File: config.mk
export PLATFORM = sky130hd
export DESIGN_NAME = baud_rate_gen
export DESIGN_NICKNAME = d
export VERILOG_FILES = /design/src/rtl/baud_rate_gen.sv
export SDC_FILE = /design/constraint.sdc
export NUM_CORES = 1
export LEC_CHECK = 0
export BUFFER_PORTS_ARGS = -buffer_cell sky130_fd_sc_hd__buf_2
export CORE_UTILIZATION = 61
export CTS_BUF_LIST = sky130_fd_sc_hd__clkbuf_8
export DETAILED_ROUTE_END_ITERATION = 7
export PLACE_DENSITY = 0.82
export RECOVER_POWER = 25
export SYNTH_ARGS = -nofsm -noshare
export SYNTH_HDL_FRONTEND = slang
export SYNTH_SLANG_ARGS = --single-unit
export TNS_END_PERCENT = 30
File: constraint.sdc
create_clock -name i_clk -period 3.4 [get_ports i_clk]
set_clock_uncertainty 0.15 [all_clocks]
set_input_delay 0.51 -clock i_clk [delete_from_list [all_inputs] [get_ports i_clk]]
set_output_delay 0.51 -clock i_clk [all_outputs]
set_load 0.02 [all_outputs]
File: src/rtl/baud_rate_gen.sv
// Baud tick generator: oversample, mid-bit and bit ticks from one shadow-loaded divisor.
// Define BAUD_FRAC_EN to build the fractional-divisor accumulator; otherwise the period is exactly div_int.
module baud_rate_gen #(
  parameter int DIV_W       = 16,
  parameter int FRAC_W      = 4,
  parameter int OVS         = 16,
  parameter int DEFAULT_DIV = 27
) (
  input  logic                    i_clk,
  input  logic                    i_reset,
  input  logic                    i_enable,
  input  logic                    i_sync_clear,
  input  logic [DIV_W-1:0]        i_div_int,
  input  logic [FRAC_W-1:0]       i_div_frac,
  input  logic                    i_div_load,
  output logic                    o_div_pending,
  output logic                    o_os_tick,
  output logic                    o_mid_tick,
  output logic                    o_bit_tick,
  output logic [$clog2(OVS)-1:0]  o_os_phase
);
  localparam int PW = $clog2(OVS);
  localparam logic [PW-1:0] PH_LAST = PW'(OVS - 1);
  localparam logic [PW-1:0] PH_MID  = PW'(OVS / 2);

  logic [DIV_W-1:0] r_cnt;
  logic [DIV_W-1:0] r_div_int;
  logic [DIV_W-1:0] r_sh_int;
  logic             r_pending;
  logic [PW-1:0]    r_phase;
  logic             r_os_tick;
  logic             r_mid_tick;
  logic             r_bit_tick;

  logic             w_run;
  logic             w_last;
  logic             w_wrap;
  logic             w_apply;
  logic [PW-1:0]    w_ph_next;

`ifdef BAUD_FRAC_EN
  logic [FRAC_W-1:0] r_div_frac;
  logic [FRAC_W-1:0] r_sh_frac;
  logic [FRAC_W-1:0] r_acc;
  logic              r_ext;
  logic [FRAC_W:0]   w_sum;

  assign w_sum  = {1'b0, r_acc} + {1'b0, r_div_frac};
  // With extend set the period is div_int+1, so its last count equals div_int.
  assign w_last = (r_cnt == (r_ext ? r_div_int : r_div_int - DIV_W'(1)));
`else
  logic w_unused_frac;

  assign w_unused_frac = &{1'b0, i_div_frac};
  assign w_last        = (r_cnt == r_div_int - DIV_W'(1));
`endif

  assign w_run     = i_enable && (r_div_int != '0);
  assign w_wrap    = w_run && w_last;
  assign w_apply   = r_pending && (w_wrap || i_sync_clear);
  assign w_ph_next = (r_phase == PH_LAST) ? '0 : r_phase + PW'(1);

  always_ff @(posedge i_clk) begin
    if (i_reset) begin
      r_cnt      <= '0;
      r_div_int  <= DIV_W'(DEFAULT_DIV);
      r_sh_int   <= DIV_W'(DEFAULT_DIV);
      r_pending  <= 1'b0;
      r_phase    <= '0;
      r_os_tick  <= 1'b0;
      r_mid_tick <= 1'b0;
      r_bit_tick <= 1'b0;
`ifdef BAUD_FRAC_EN
      r_div_frac <= '0;
      r_sh_frac  <= '0;
      r_acc      <= '0;
      r_ext      <= 1'b0;
`endif
    end else begin
      r_os_tick  <= 1'b0;
      r_mid_tick <= 1'b0;
      r_bit_tick <= 1'b0;
      if (i_sync_clear) begin
        r_cnt   <= '0;
        r_phase <= '0;
`ifdef BAUD_FRAC_EN
        r_acc   <= '0;
        r_ext   <= 1'b0;
`endif
      end else if (w_wrap) begin
        r_cnt      <= '0;
        r_phase    <= w_ph_next;
        r_os_tick  <= 1'b1;
        r_mid_tick <= (w_ph_next == PH_MID);
        r_bit_tick <= (w_ph_next == '0);
`ifdef BAUD_FRAC_EN
        if (w_apply) begin
          r_acc <= '0;
          r_ext <= 1'b0;
        end else begin
          r_acc <= w_sum[FRAC_W-1:0];
          r_ext <= w_sum[FRAC_W];
        end
`endif
      end else if (w_run) begin
        r_cnt <= r_cnt + DIV_W'(1);
      end

      if (w_apply) begin
        r_div_int <= r_sh_int;
`ifdef BAUD_FRAC_EN
        r_div_frac <= r_sh_frac;
`endif
        r_pending <= 1'b0;
      end
      // A load on the apply edge re-arms pending, deferring to the next wrap.
      if (i_div_load) begin
        r_sh_int  <= i_div_int;
`ifdef BAUD_FRAC_EN
        r_sh_frac <= i_div_frac;
`endif
        r_pending <= 1'b1;
      end
    end
  end

  assign o_div_pending = r_pending;
  assign o_os_tick     = r_os_tick;
  assign o_mid_tick    = r_mid_tick;
  assign o_bit_tick    = r_bit_tick;
  assign o_os_phase    = r_phase;

endmodule

==> results of run 1 <==
## worst max-delay path, cell delays in order, from the launching register on
cell and delay (ns):
dfxtp_1 0.38, or3_1 0.49, or3_1 0.40, a2111o_1 0.42
a211o_1 0.28, or3_1 0.44, nor2_2 0.20, buf_12 0.17
a211oi_1 0.08
## cell usage in the layout (no fill, tap or decap), types with 3 or more instances in the layout
| cell type | Yosys | routed |
|---|---|---|
| nor4_1 | 5 | 5 |
| o21ai_0 | 9 | 9 |
| nor3_1 | 22 | 22 |
| or4_1 | 3 | 3 |
| xnor2_1 | 15 | 15 |
| buf_4 | 1 | 13 |
| and3_1 | 5 | 5 |
| a2111oi_0 | 4 | 4 |
| buf_2 | 4 | 24 |
| a211o_1 | 6 | 6 |
| clkbuf_1 | 22 | 4 |
| a21oi_1 | 7 | 7 |
| o21ai_1 | 10 | 10 |
| inv_1 | 8 | 9 |
| ha_1 | 3 | 3 |
| dfxtp_1 | 56 | 56 |
| or3_1 | 4 | 4 |
| nand4_1 | 7 | 7 |
| nand3b_1 | 5 | 5 |
| o311ai_1 | 10 | 10 |
| mux2i_1 | 15 | 15 |
| nor2b_1 | 6 | 6 |
| o31ai_1 | 5 | 5 |
| nor3b_1 | 31 | 31 |
| and4_1 | 3 | 3 |
| a211oi_1 | 6 | 6 |
| nand2_1 | 26 | 26 |
| a31oi_1 | 15 | 15 |
| xor2_1 | 18 | 18 |
| clkbuf_8 | 0 | 5 |
| nand3_1 | 6 | 6 |
| nor2_1 | 20 | 20 |
## power groups by stage
| stage | clock [µW] | sequential, µW | combinational (µW) |
|---|---|---|---|
| 2_1_floorplan | 0 | 705 | 107 |
| 3_3_place_gp | 0 | 713 | 132 |
| 3_5_place_dp | 0 | 715 | 136 |
| 4_1_cts | 446 | 700 | 137 |
| 5_1_grt | 475 | 705 | 151 |
| 6_report | 442 | 701 | 138 |
## metrics by stage
stage / util, % / worst slack [ns] / cell area, µm² / total power, µW
global placement: 67.62 / 0.2991 / 3476 / 845.6
global route: 69.69 / 0.04743 / 3582 / 1330
CTS: 69.79 / 0.2521 / 3587 / 1283
detailed placement: 67.62 / 0.2665 / 3476 / 850.7
finish: 69.69 / 0.2403 / 3582 / 1281
floorplan: - / 0.4344 / 3282 / 811.2
## worst max-delay path by stage
stage / start / end / slack [ns]
global placement: r_div_int[3]$_SDFFE_PP1P_ / o_os_phase[3]$_SDFFE_PP0P_ / 0.30
global route: r_div_int[0]$_SDFFE_PP1P_ / o_os_phase[3]$_SDFFE_PP0P_ / 0.05
detailed placement: r_div_int[5]$_SDFFE_PP0P_ / r_div_int[12]$_SDFFE_PP0P_ / 0.27
finish: r_div_int[5]$_SDFFE_PP0P_ / o_os_phase[3]$_SDFFE_PP0P_ / 0.24
CTS: r_div_int[5]$_SDFFE_PP0P_ / o_os_phase[3]$_SDFFE_PP0P_ / 0.25
floorplan: r_div_int[2]$_SDFFE_PP0P_ / r_div_int[10]$_SDFFE_PP0P_ / 0.43
## state kept, by name, indices dropped and copies added (netlist names)
name,cells
o_bit_tick,1
r_sh_int,16
r_div_int,16
o_os_phase,4
o_mid_tick,1
o_os_tick,1
o_div_pending,1
r_cnt,16
## final cells by class
type / count / area, µm² / area share, %
multi-input combinational: 290 / 1979 / 55.26
sequential: 56 / 1121 / 31.30
timing repair buffer: 42 / 252.7 / 7.056
tap: 70 / 87.58 / 2.445
clock buffer: 5 / 68.82 / 1.921
clock inverter: 3 / 42.54 / 1.188
inverter: 8 / 30.03 / 0.8383
## cell families (layout without fill, tap and decap cells)
group           Yosys count  in the layout  share of synthesized area, %
simple gates            156            156                         28.25
compound gates           83             83                         17.54
flops                    56             56                         34.16
buf+inv                  42             58                         5.528
xor+xnor                 33             33                         8.807
mux                      15             15                         4.575
fa+ha+maj                 3              3                         1.144
## per-layer routing
| metal | wire length (µm) | up-vias |
|---|---|---|
| met1 | 3420 | 1318 |
| met5 | 0 | - |
| met2 | 3412 | 69 |
| met4 | 146 | 0 |
| li1 | - | 1468 |
| met3 | 317 | 14 |
==> metrics.md, run 1 <==
| Metric | Value |
|---|---|
| Sink Count | 56 |
| # H-tree levels | 2 |
| 1st-iter DRT viols | 185 |
| Hold Crit Depth | 2 |
| Critical-path maximum fanout | 17 |
| RSZ-0062 raised after global routing | no |
| Number of placement rows | 26 |
| Reg2reg start | r_div_int[5]$_SDFFE_PP0P_ |
| Fillcell total | 446 |
| Min-Delay Path Class | in -> reg |
| Dpl hpwl | 5114 µm |
| DRT Pass-1 Iters | 4 |
| Diode count | 0 |
| Hold Startpoint | i_div_int[0] |
| Sw frac | 25.64% |
| CP Data Arrival Time | 3.20 ns |
| CTS root buffer | clkbuf_8 |
| Max Slew Vio Count | 0 |
| #FFs+latches synth | 56 |
| Fmax | 316.5 MHz |
| Placed cells | 466 |
| Sequential area share after synthesis | 34.16% |
| Post-synth top cells | dfxtp_1 (56), nor3b_1 (31), nand2_1 (26) |
| Slew headroom | 23.91% |
| Logic pwr share | 10.8% |
| Post-Syn Nets | 416 |
| Drt via density | 6.053 |
| Gr busiest metal | met2 |
| Global-route met1 utilization | 35.42% |
| Die extent in x | 75.35 µm |
| Number of enable flip-flop cells after synthesis | 0 |
| Worst vdd ir | 0.2346 mV |
| Grt met2 use | 44.84% |
| Power Internal | 952.3 µW |
| TritonCTS buffer count | 5 |
| CTS tree | done |
| Layout area overhead | 9.150% |
| Reg2reg end | o_os_phase[3]$_SDFFE_PP0P_ |
| Yosys warning total | 0 |
| Residual DRC count | 0 |
| Die height | 75.35 µm |
| Power density cells | 357.5 nW/µm² |
| First-pass GRT wire length | 11900 µm |
| Synth area leader | dfxtp_1 |
| Most common cell in the synthesized netlist | dfxtp_1 |
| Switching pwr | 328.4 µW |
| Top cells by area, synth | dfxtp_1 (34%), nor3b_1 (7.1%), xor2_1 (4.8%) |
| Clk slew on worst S/H paths | 0.10 ns |
| Cells after Synth | 388 |
| Min Tclk post-route | 3.160 ns |
| Fin nets | 431 |
| Final Non-Filler Cells | 474 |
| Io pins | 33 |
| CP Class | reg -> reg |
| Met3 usage | 5.423% |
| GP Congestion | 0.9165 |
| Max Cap Violations | 0 |
| Syn avg cell area | 8.459 µm² |
| Cts hold-fix bufs | 0 |
| Port bufs | 28 |
| Yosys cell types | 53 |
| Core area | 5140 µm² |
| Worst path required time | 3.44 ns |
| Worst reg2reg path depth | 8 |
| Vias | 2869 |
| Worst-Margin Slew | 1.141 ns |
| Initial Util | 63.85% |
| Final setup fails | 0 |
| Routed wire per std cell | 15.39 µm |
| Vias in the first global route | 2639 |
| CP Launch Type | flip-flop |
| Hold EP | r_sh_int[0]$_SDFFE_PP1P_ |
| Largest net degree at the start of global routing | 40 |
| Post-route ant nets | 0 |
| Total GRT Usage | 27.32% |
| Synth Flop Type | dfxtp_1 |
| Post-CTS setup buffers | 0 |
| Flop pwr share | 54.7% |
| Lkg Pwr | 0.001307 µW |
| Initial antenna violation count | 0 |
| Setup_tns | 0 ns |
| Hold Vio Cnt, Final | 0 |
| Status | completed |
| Async S/R FF share, synth | 0% |
| Cts repair resizes | 0 |
| Final Cycle Share | 92.93% |
| Share of layout cells above drive strength 1 | 13.12% |
| GRT overflow | 0 |
| Post-Route WL | 7296 µm |
| Worst-Skew Late Latency | 0.31 ns |
| Synth Cell Area | 3282 µm² |
| Endpoint type of the worst setup path | flip-flop |
| Clock share of power | 34.5% |
| Die area | 5678 µm² |
| Share of the synthesized area in the top cell type | 34.16% |
| FF-to-FF setup slack | 0.24 ns |
| Worst hold slack | 0.2417 ns |
| Clk buf depth | 2 |
(Power assumes the default switching activity.)
==> run 2, diff against run 1 <==
--- a/config.mk
+++ b/config.mk
@@ -6,10 +6,10 @@
 export NUM_CORES = 1
 export LEC_CHECK = 0
 export BUFFER_PORTS_ARGS = -buffer_cell sky130_fd_sc_hd__buf_2
-export CORE_UTILIZATION = 61
+export CORE_UTILIZATION = 65
 export CTS_BUF_LIST = sky130_fd_sc_hd__clkbuf_8
 export DETAILED_ROUTE_END_ITERATION = 7
-export PLACE_DENSITY = 0.82
+export PLACE_DENSITY = 0.87
 export RECOVER_POWER = 25
 export SYNTH_ARGS = -nofsm -noshare
 export SYNTH_HDL_FRONTEND = slang
==> constraint.sdc (replaced) <==
create_clock -name i_clk -period 3.75 [get_ports i_clk]
set_clock_uncertainty 0.15 [all_clocks]
set_input_delay 0.5625 -clock i_clk [delete_from_list [all_inputs] [get_ports i_clk]]
set_output_delay 0.5625 -clock i_clk [all_outputs]
set_load 0.02 [all_outputs]
==> metrics.md, run 2 (synthesis gave the netlist of run 1 again) <==
| Metric | Value |
|---|---|
| Status | completed |
| Worst stage delay on the critical path | 0.60 ns |
| Reg2reg end | o_os_phase[3]$_SDFFE_PP0P_ |
| Initial Util | 68.58% |
| Largest net degree at the start of global routing | 37 |
| CP max stage cell | or4_4 |
| First-pass GRT wire length | 12090 µm |
| Reg2reg start | r_div_int[0]$_SDFFE_PP1P_ |
| Crit path buf inv count | 1 |
| Number of placement rows | 25 |
| Diode count | 0 |
| Routed wire per std cell | 15.29 µm |
| CP Class | reg -> reg |
| Min-Delay Path Class | in -> reg |
| Worst hold slack | 0.2974 ns |
| Crit. Startpoint | r_div_int[0]$_SDFFE_PP1P_ |
| Layout area overhead | 6.481% |
| Largest registers | r_cnt (16), r_div_int (16), r_sh_int (16) |
| Die area | 5337 µm² |
| Setup_tns | 0 ns |
| Vias | 2895 |
| GP Congestion | 0.9367 |
| Dpl hpwl | 5068 µm |
| Fin nets | 424 |
| # H-tree levels | 2 |
| CP Launch Type | flip-flop |
| Sink Count | 56 |
| Cts repair resizes | 0 |
| DRT Pass-1 Iters | 4 |
| Final setup fails | 0 |
| Clk slew on worst S/H paths | 0.11 ns |
| Final Cycle Share | 87.41% |
| Endpoint type of the worst setup path | flip-flop |
| Post-route ant nets | 0 |
| Port bufs | 28 |
| 1st-iter DRT viols | 182 |
| Lkg Pwr | 0.001263 µW |
| Residual DRC count | 0 |
| Worst vdd ir | 0.2196 mV |
| Clock share of power | 30.9% |
| Sw frac | 27.40% |
| Worst setup margin | 0.4720 ns |
| Post-CTS setup buffers | 0 |
| Min Tclk post-route | 3.278 ns |
| Fmax | 305.1 MHz |
| Max Cap Violations | 0 |
| CTS tree | done |
| CP Data Arrival Time | 3.31 ns |
| Worst reg2reg path depth | 8 |
| Total GRT Usage | 28.73% |
| Cts hold-fix bufs | 0 |
| Io pins | 33 |
| Hold Vio Cnt, Final | 0 |
| CP cell instances | or4_4 -> or3_1 -> a2111o_1 -> a211o_1 -> or3_1 -> nor2_2 -> buf_4 -> a211oi_1 |
| Most frequent cells in the layout | dfxtp_1 (56), nor3b_1 (31), nand2_1 (26), buf_2 (26), nor3_1 (22) |
| Flop pwr share | 58.1% |
| Critical-path maximum fanout | 17 |
| Worst-Margin Slew | 1.160 ns |
| Fillcell total | 398 |
| Max Slew Vio Count | 0 |
| Slew headroom | 22.69% |
| Crit-path most repeated cell | or3_1 |
| Stages on the worst setup path | 8 |
| GRT overflow | 0 |
| DP Worst Slack | 0.4822 ns |
| Core area | 4786 µm² |
| Crit path capture | o_os_phase[3]$_SDFFE_PP0P_ |
| Power Internal | 795.1 µW |
| Drt via density | 6.239 |
| Worst path required time | 3.78 ns |
| Initial antenna violation count | 0 |
| Logic pwr share | 11.0% |
| CTS root buffer | clkbuf_8 |
| Largest delay share family, worst path | simple AND/OR/NAND/NOR gates |
| Switching pwr | 300.1 µW |
| Die height | 73.06 µm |
| Post-Route WL | 7093 µm |
| FF-to-FF setup slack | 0.47 ns |
| Vias in the first global route | 2636 |
| Commonest non-fill, non-tap cell in the layout | dfxtp_1 |
| Die extent in x | 73.06 µm |
| Clk buf depth | 2 |
| TritonCTS buffer count | 5 |
| Share of layout cells above drive strength 1 | 12.34% |
| Worst-Skew Late Latency | 0.31 ns |
| RSZ-0062 raised after global routing | no |
| Power density cells | 313.4 nW/µm² |
run 2: metrics by stage:
stage	area [µm²]	cells	total power (µW)	util, %
final	3495	464	1095	73.02
after global routing	3495	464	1138	73.02
after floorplan	3282	388	735.5	-
after CTS	3497	464	1099	73.07
after detailed placement	3407	456	768.4	71.19
after global placement	3407	456	762.9	71.19
run 2: final cells by class:
cell class	instances	area (µm²)	area share (%)
clock buffer	5	68.82	1.969
clock inverter	3	21.27	0.6087
inverter	8	30.03	0.8593
multi-input combinational	290	1979	56.64
sequential	56	1121	32.08
tap	67	83.83	2.399
timing repair buffer	35	190.2	5.442
run 2: worst reg2reg max path, cell delays in order, from the launching register on:
cell and delay (ns):
dfxtp_1 0.39, or4_4 0.60, or3_1 0.36, a2111o_1 0.42, a211o_1 0.28, or3_1 0.37, nor2_2 0.20, buf_4 0.26
a211oi_1 0.11
run 2: per-layer routing:
layer | up-vias | track usage [%] | wire, µm
met5 | - | 0 | 0
met4 | 0 | 11.11 | 168
met3 | 19 | 4.972 | 351
met2 | 85 | 46.40 | 3359
met1 | 1346 | 38.16 | 3214
li1 | 1445 | - | -
run 2: power by group through the flow:
stage / clock network (µW) / logic, µW / registers, µW
detailed placement: 0 / 119 / 650
floorplan: 0 / 96.7 / 639
finish: 338 / 121 / 636
global route: 365 / 133 / 640
global placement: 0 / 115 / 648
CTS: 343 / 120 / 636
run 2: worst min-delay path by stage:
stage | to | slack, ns | startpoint | depth (start not counted)
after global routing | r_sh_int[0]$_SDFFE_PP1P_ | 0.29 | i_div_int[0] | 2
after detailed placement | r_div_int[11]$_SDFFE_PP0P_ | 0.35 | r_sh_int[11]$_SDFFE_PP0P_ | 2
after global placement | r_div_int[9]$_SDFFE_PP0P_ | 0.33 | r_sh_int[9]$_SDFFE_PP0P_ | 2
after CTS | r_sh_int[3]$_SDFFE_PP1P_ | 0.30 | i_div_int[3] | 2
final | r_sh_int[0]$_SDFFE_PP1P_ | 0.30 | i_div_int[0] | 2
after floorplan | r_div_int[10]$_SDFFE_PP0P_ | 0.32 | r_sh_int[10]$_SDFFE_PP0P_ | 2
